## src/rtl/seg7_pkg.sv

```systemverilog
// Shared definitions for the seven-segment display path.
// Provides the digit count, active-low blank/off constants, the display
// payload struct driven onto the pins, and the hex-to-segment decoder.
package seg7_pkg;

    localparam int unsigned NUM_DIGITS = 4;
    localparam int unsigned NIBBLE_W   = 4;
    localparam int unsigned SEG_W      = 7;
    localparam int unsigned IDX_W      = $clog2(NUM_DIGITS);

    localparam logic [SEG_W-1:0]      SEG_BLANK = 7'h7F;
    localparam logic [NUM_DIGITS-1:0] AN_OFF    = 4'hF;

    // One sample of everything the display pins carry.
    typedef struct packed {
        logic [NUM_DIGITS-1:0] an;
        logic [SEG_W-1:0]      seg;
        logic                  dp;
    } disp_t;

    // Active-low {g,f,e,d,c,b,a} pattern for one hex nibble.
    function automatic logic [SEG_W-1:0] hex_to_seg(input logic [NIBBLE_W-1:0] v);
        logic [SEG_W-1:0] s;
        case (v)
            4'h0:    s = 7'h40;
            4'h1:    s = 7'h79;
            4'h2:    s = 7'h24;
            4'h3:    s = 7'h30;
            4'h4:    s = 7'h19;
            4'h5:    s = 7'h12;
            4'h6:    s = 7'h02;
            4'h7:    s = 7'h78;
            4'h8:    s = 7'h00;
            4'h9:    s = 7'h10;
            4'hA:    s = 7'h08;
            4'hB:    s = 7'h03;
            4'hC:    s = 7'h46;
            4'hD:    s = 7'h21;
            4'hE:    s = 7'h06;
            default: s = 7'h0E;
        endcase
        return s;
    endfunction

endpackage

```

## src/rtl/counter_display_driver_if.sv

```systemverilog
// Pin-level bundle between the upstream counter / display and the driver.
//   count_in : 4-bit value from the upstream counter
//   an       : digit anodes, active low, an[0] = rightmost digit
//   seg      : segments {g,f,e,d,c,b,a}, active low
//   dp       : decimal point, active low
//   wrap_o   : one-cycle pulse per detected F->0 wrap
// master = the display driver, slave = whoever feeds/observes it.
interface counter_display_driver_if;
    import seg7_pkg::*;

    logic [NIBBLE_W-1:0]   count_in;
    logic [NUM_DIGITS-1:0] an;
    logic [SEG_W-1:0]      seg;
    logic                  dp;
    logic                  wrap_o;

    modport master (
        input  count_in,
        output an,
        output seg,
        output dp,
        output wrap_o
    );

    modport slave (
        output count_in,
        input  an,
        input  seg,
        input  dp,
        input  wrap_o
    );

endinterface

```

## src/rtl/bcd_wrap_counter.sv

```systemverilog
// Three-digit BCD event counter with a sticky overflow flag.
//   clk, reset            : clock, asynchronous active-high reset
//   inc                   : count one event this cycle
//   hundreds, tens, ones  : BCD digits of the running count
//   overflow              : set when 999 rolls to 000, cleared only by reset
module bcd_wrap_counter
    import seg7_pkg::*;
(
    input  logic                clk,
    input  logic                reset,
    input  logic                inc,
    output logic [NIBBLE_W-1:0] hundreds,
    output logic [NIBBLE_W-1:0] tens,
    output logic [NIBBLE_W-1:0] ones,
    output logic                overflow
);

    // Ripple the decimal carry ones -> tens -> hundreds -> overflow.
    always_ff @(posedge clk or posedge reset) begin
        if (reset) begin
            hundreds <= '0;
            tens     <= '0;
            ones     <= '0;
            overflow <= 1'b0;
        end else if (inc) begin
            if (ones == 4'd9) begin
                ones <= '0;
                if (tens == 4'd9) begin
                    tens <= '0;
                    if (hundreds == 4'd9) begin
                        hundreds <= '0;
                        overflow <= 1'b1;
                    end else begin
                        hundreds <= 4'(hundreds + 4'd1);
                    end
                end else begin
                    tens <= 4'(tens + 4'd1);
                end
            end else begin
                ones <= 4'(ones + 4'd1);
            end
        end
    end

endmodule

```

## src/rtl/counter_display_driver.sv

```systemverilog
// Four-digit multiplexed common-anode display driver for a 4-bit counter.
// Digit 0 shows the live counter value in hex, digits 3..1 show a BCD count
// of F->0 wraps with leading-zero blanking on digits 3 and 2. Each digit slot
// lasts SCAN_DIV cycles and starts with BLANK_CYCLES of all-anodes-off to
// suppress ghosting. dp lights on digit 3 once the wrap count has overflowed.
//   clk, reset : clock, asynchronous active-high reset
//   bus        : count_in in; an, seg, dp, wrap_o out (all registered)
module counter_display_driver
    import seg7_pkg::*;
#(
    parameter int unsigned SCAN_DIV     = 100000,
    parameter int unsigned BLANK_CYCLES = 1000
) (
    input  logic                      clk,
    input  logic                      reset,
    counter_display_driver_if.master  bus
);

    localparam int unsigned PRE_W = (SCAN_DIV > 2) ? $clog2(SCAN_DIV) : 1;
    localparam logic [PRE_W-1:0] PRE_LAST  = PRE_W'(SCAN_DIV - 1);
    localparam logic [PRE_W-1:0] PRE_BLANK = PRE_W'(BLANK_CYCLES);

    // Reject parameter sets that would give no slot or no lit phase.
    generate
        if (SCAN_DIV < 2 || BLANK_CYCLES >= SCAN_DIV) begin : g_bad_params
            $error("counter_display_driver: need SCAN_DIV >= 2 and BLANK_CYCLES < SCAN_DIV");
        end
    endgenerate

    logic [NIBBLE_W-1:0] count_r;
    logic [NIBBLE_W-1:0] prev_r;
    logic                wrap_det_c;
    logic                wrap_q;

    logic [PRE_W-1:0]    prescaler;
    logic [IDX_W-1:0]    idx;

    logic [NIBBLE_W-1:0] hundreds;
    logic [NIBBLE_W-1:0] tens;
    logic [NIBBLE_W-1:0] ones;
    logic                overflow;

    logic [SEG_W-1:0]    digit_seg_c;
    disp_t               disp_d_c;
    disp_t               disp_q;

    // Wrap is seen as the last two captured samples going F then 0.
    assign wrap_det_c = (prev_r == 4'hF) && (count_r == 4'h0);

    // Input capture and wrap pulse.
    always_ff @(posedge clk or posedge reset) begin
        if (reset) begin
            count_r <= '0;
            prev_r  <= '0;
            wrap_q  <= 1'b0;
        end else begin
            count_r <= bus.count_in;
            prev_r  <= count_r;
            wrap_q  <= wrap_det_c;
        end
    end

    bcd_wrap_counter u_bcd (
        .clk      (clk),
        .reset    (reset),
        .inc      (wrap_det_c),
        .hundreds (hundreds),
        .tens     (tens),
        .ones     (ones),
        .overflow (overflow)
    );

    // Slot prescaler and digit index.
    always_ff @(posedge clk or posedge reset) begin
        if (reset) begin
            prescaler <= '0;
            idx       <= '0;
        end else if (prescaler == PRE_LAST) begin
            prescaler <= '0;
            idx       <= IDX_W'(idx + IDX_W'(1));
        end else begin
            prescaler <= PRE_W'(prescaler + PRE_W'(1));
        end
    end

    // Pattern for the digit currently selected, with leading-zero blanking.
    always_comb begin
        digit_seg_c = SEG_BLANK;
        case (idx)
            2'd0: digit_seg_c = hex_to_seg(count_r);
            2'd1: digit_seg_c = hex_to_seg(ones);
            2'd2: if (hundreds != 4'd0 || tens != 4'd0) digit_seg_c = hex_to_seg(tens);
            default: if (hundreds != 4'd0) digit_seg_c = hex_to_seg(hundreds);
        endcase
    end

    // Pin values: everything off during the blank interval, else one anode lit.
    always_comb begin
        disp_d_c.an  = AN_OFF;
        disp_d_c.seg = SEG_BLANK;
        disp_d_c.dp  = 1'b1;
        if (prescaler >= PRE_BLANK) begin
            disp_d_c.an  = ~(4'b0001 << idx);
            disp_d_c.seg = digit_seg_c;
            disp_d_c.dp  = ~((idx == 2'd3) && overflow);
        end
    end

    always_ff @(posedge clk or posedge reset) begin
        if (reset) begin
            disp_q.an  <= AN_OFF;
            disp_q.seg <= SEG_BLANK;
            disp_q.dp  <= 1'b1;
        end else begin
            disp_q <= disp_d_c;
        end
    end

    assign bus.an     = disp_q.an;
    assign bus.seg    = disp_q.seg;
    assign bus.dp     = disp_q.dp;
    assign bus.wrap_o = wrap_q;

endmodule

```

## src/flat_wrapper.sv

```systemverilog
// flat-port wrapper written by rule: the top's interface ports become plain ports
module counter_display_driver_flat import seg7_pkg::*;
#(
    parameter int unsigned SCAN_DIV     = 100000,
    parameter int unsigned BLANK_CYCLES = 1000
)
  (clk, reset, bus_count_in, bus_an, bus_seg, bus_dp, bus_wrap_o);
  counter_display_driver_if bus_i ();
  input  logic clk;
  input  logic reset;
  input wire logic [$bits(bus_i.count_in)-1:0] bus_count_in;
  output wire logic [$bits(bus_i.an)-1:0] bus_an;
  output wire logic [$bits(bus_i.seg)-1:0] bus_seg;
  output wire logic [$bits(bus_i.dp)-1:0] bus_dp;
  output wire logic [$bits(bus_i.wrap_o)-1:0] bus_wrap_o;
  assign bus_i.count_in = bus_count_in;
  assign bus_an = bus_i.an;
  assign bus_seg = bus_i.seg;
  assign bus_dp = bus_i.dp;
  assign bus_wrap_o = bus_i.wrap_o;
  counter_display_driver #(.SCAN_DIV(SCAN_DIV), .BLANK_CYCLES(BLANK_CYCLES)) u_core (.clk(clk), .reset(reset), .bus(bus_i));
endmodule
```

## config.mk

```make
export PLATFORM = sky130hd
export DESIGN_NAME = counter_display_driver_flat
export DESIGN_NICKNAME = d
export VERILOG_FILES = /design/src/rtl/seg7_pkg.sv /design/src/rtl/counter_display_driver_if.sv /design/src/rtl/bcd_wrap_counter.sv /design/src/rtl/counter_display_driver.sv /design/src/flat_wrapper.sv
export SDC_FILE = /design/constraint.sdc
export NUM_CORES = 1
export LEC_CHECK = 0
export BUFFER_PORTS_ARGS = -buffer_cell sky130_fd_sc_hd__buf_4
export CAP_MARGIN = 20
export CELL_PAD_IN_SITES_DETAIL_PLACEMENT = 0
export CELL_PAD_IN_SITES_GLOBAL_PLACEMENT = 1
export CORE_ASPECT_RATIO = 1.75
export CORE_MARGIN = 2
export CORE_UTILIZATION = 40
export CTS_CLUSTER_DIAMETER = 80
export DETAILED_ROUTE_END_ITERATION = 16
export PLACE_DENSITY = 0.67
export SLEW_MARGIN = 20
export SYNTH_ARGS = -nofsm -noshare
export SYNTH_HDL_FRONTEND = slang
export SYNTH_SLANG_ARGS = --single-unit
export TNS_END_PERCENT = 30
```

## constraint.sdc

```tcl
create_clock -name clk -period 2.2 [get_ports clk]
set_input_delay 0.55 -clock clk [delete_from_list [all_inputs] [get_ports clk]]
set_output_delay 0.55 -clock clk [all_outputs]
set_load 0.05 [all_outputs]
```

==> results.cfg <==
[sta]
hold_viol_final = 0
fin_crit_sh_pct = 93.0
finClkSkew_ns = 0.00767
final_max_slew_viol_count = 0
tightest_slew_ns = 0.602
fmax_mhz = 489
tns_ns = 0
post-route-min-period_ns = 2.05
slew_headroom_pct = 59.3
rsz0062_at_grt = false
setup_viol = 0

[logic_synthesis]
synth_most_common_cell = dfrtp_1
synth_flop_cell = dfrtp_1
ys_types = 57
synth.avg_cell_area_um2 = 9.22
synthCells = 365
ys_async_sr_fraction_pct = 100
synth_edf_count = 0
synth_nets = 405
yosys-top-cells-area = dfrtp_1, ha_1, dfstp_2
ys_seq_area_share_pct = 39.8
yosysTopAreaCell = dfrtp_1
yosysWarnings = 0
syn_area_mm2 = 0.00337
ys_ff_latch = 53
synth_top_area_share_pct = 30.5
synth_common_cells = dfrtp_1, nand2_1, ha_1

[global_routing]
grt_max_degree = 24
grt.busiest_layer = met2
grtUsageTotal_pct = 20.2
grt_pass1_wl_mm = 14.2
use_met3_pct = 2.58
antenna_found_initial = 0
use_met2_pct = 38.4
grt-ovfl-total = 0
grtUsageMet1_pct = 20.9
grt_pass1_vias = 2845

[die]
io_pins = 19
num_rows = 44
start_util_pct = 40.8
die_area_mm2 = 0.00920
fp.coreArea_mm2 = 0.00826
die_w_um = 73.4
die_y_um = 125

[clocking]
numCtsBuffers = 5
cts_buffer_depth = 2
ctsHoldBuffers = 0
root_buffer = clkbuf_16
cts.sinks = 53
cts_tree = done
cts_resized = 0
post_cts_buffers = 0
htree_levels = 2
clkLatencyLatePin_ns = 0.30
clk_transition_reported_paths_ns = 0.07

[finish]
drive_above_1_share_pct = 15.8
fin_area_mm2 = 0.00383
fillers = 824
antenna_cells = 0
area_delta_synth_final_pct = 13.8
finalNetCount = 426

[job]
max_cap_viol_count = 0

[power_and_ir_drop]
power_mw = 2.06
p_leak_nw = 1.65
vdd_drop_max_v = 0.000404
pwr_density_cell_mw_per_mm2 = 538

[route]
first_pass_iters = 4
vias_per_cell = 5.58
routed-via-count = 2674
drtAntennaViolNets = 0
wl_per_cell_um = 18.1
totalWireLength_mm = 8.68
drt_iter0_drc = 104
drc = 0

[setup_path]
start_kind = flip-flop
slowest_delay_ns = 0.43
path_delay_family = simple AND/OR/NAND/NOR gates
crit_path_end_kind = flip-flop
cp-startpoint = u_core.u_bcd.hundreds[0]
worstPathRequired_ns = 2.39
critPathSlowestCell = dfrtp_1
worstSetupPathType = reg2reg
cp_max_fo = 6
arrival_ns = 2.24
path_cells = inv_1, ha_1, nor2b_1, and3_1, a31o_2, nor3b_1, o21ai_1
path_buf_inv = 1
r2r-start = u_core.u_bcd.hundreds[0]

[outcome]
outcome = finished, final reports clean

[hold_path]
hold_class = in2async

[placement]
hpwl_mm = 6.70
gp_congestion = 0.834
place_area_mm2 = 0.00366
port_buffers = 18
## through the flow
step / util (%) / instances / hold slack, ns / setup WS [ns]
finish: 46.4 / 479 / 0.253 / 0.153
global route: 46.4 / 479 / 0.295 / 0.0107
CTS: 46.4 / 479 / 0.264 / 0.168
detailed placement: 44.3 / 471 / 0.400 / 0.181
global placement: 44.3 / 471 / 0.410 / 0.202
floorplan: - / 365 / 0.365 / 0.351
## final timing paths
path | end | cells past startpoint | slack [ns]
worst max register to register | u_core.bus.seg[5] | 7 | 0.15
worst max-delay path | u_core.bus.seg[5] | 7 | 0.15
min in group clk | u_core.count_r[2] | 1 | 0.36
max in group asynchronous | u_core.bus.seg[6] | 3 | 1.34
worst min-delay path | u_core.u_bcd.overflow | 2 | 0.25
worst min register to register | u_core.bus.dp | 1 | 0.42
## per-layer routing
layer  part of all wire [%]  vias to the layer above
met5                      0                        -
met4                    3.6                        0
met3                    2.3                       17
met2                     57                       42
met1                     37                     1284
li1                       -                     1331
## flip-flops by register name (all words and copies together) (netlist names), 2 cells and up
register,cells
u_core.prev_r,4
u_core.bus.seg,7
u_core.u_bcd.tens,4
u_core.bus.an,4
u_core.idx,2
u_core.count_r,4
u_core.u_bcd.hundreds,4
u_core.u_bcd.ones,4
u_core.prescaler,17
## cell families (layout without fill, tap and decap cells)
kind of cell    count (synthesis)  in the layout  synth area share (%)
fa+ha+maj                      34             34                  12.6
compound gates                 86             86                  16.8
mux                             6              6                  2.04
flops                          53             53                  39.8
xor+xnor                       16             16                  4.16
simple gates                  130            130                  19.7
buf+inv                        40             62                  4.87
## worst register-to-register path, stage by stage, from the launching register on
cell	delay, ns
dfrtp_1	0.43
inv_1	0.15
ha_1	0.28
nor2b_1	0.16
and3_1	0.20
a31o_2	0.28
nor3b_1	0.31
o21ai_1	0.13
## power breakdown
group	switching, mW	leakage [nW]	internal, mW	total, mW
sequential	0.00993	0.665	0.985	0.995
combinational	0.0782	0.897	0.0515	0.130
clock	0.369	0.0831	0.569	0.938
total	0.458	1.65	1.61	2.06
## layout by cell type, fill, tap and decap left out, types with 12 or more instances in the layout
cell type,netlist,final
dfrtp_1,41,41
xnor2_1,12,12
dfstp_2,12,12
buf_4,1,31
ha_1,34,34
o21ai_0,17,17
a21oi_1,12,12
inv_1,21,20
nand2_1,36,36
nor2_1,23,23
nand3_1,18,18
## area by class of cell
class / instances / area (um2) / area share (%)
well taps: 92 / 115 / 3.00
multi-input cells: 272 / 1860 / 48.6
clock inverters: 2 / 37.5 / 0.979
flip-flops and latches: 53 / 1340 / 35.0
repair buffers: 32 / 253 / 6.59
clock buffers: 6 / 139 / 3.62
inverters: 22 / 85.1 / 2.22
(Power assumes the default switching activity.)
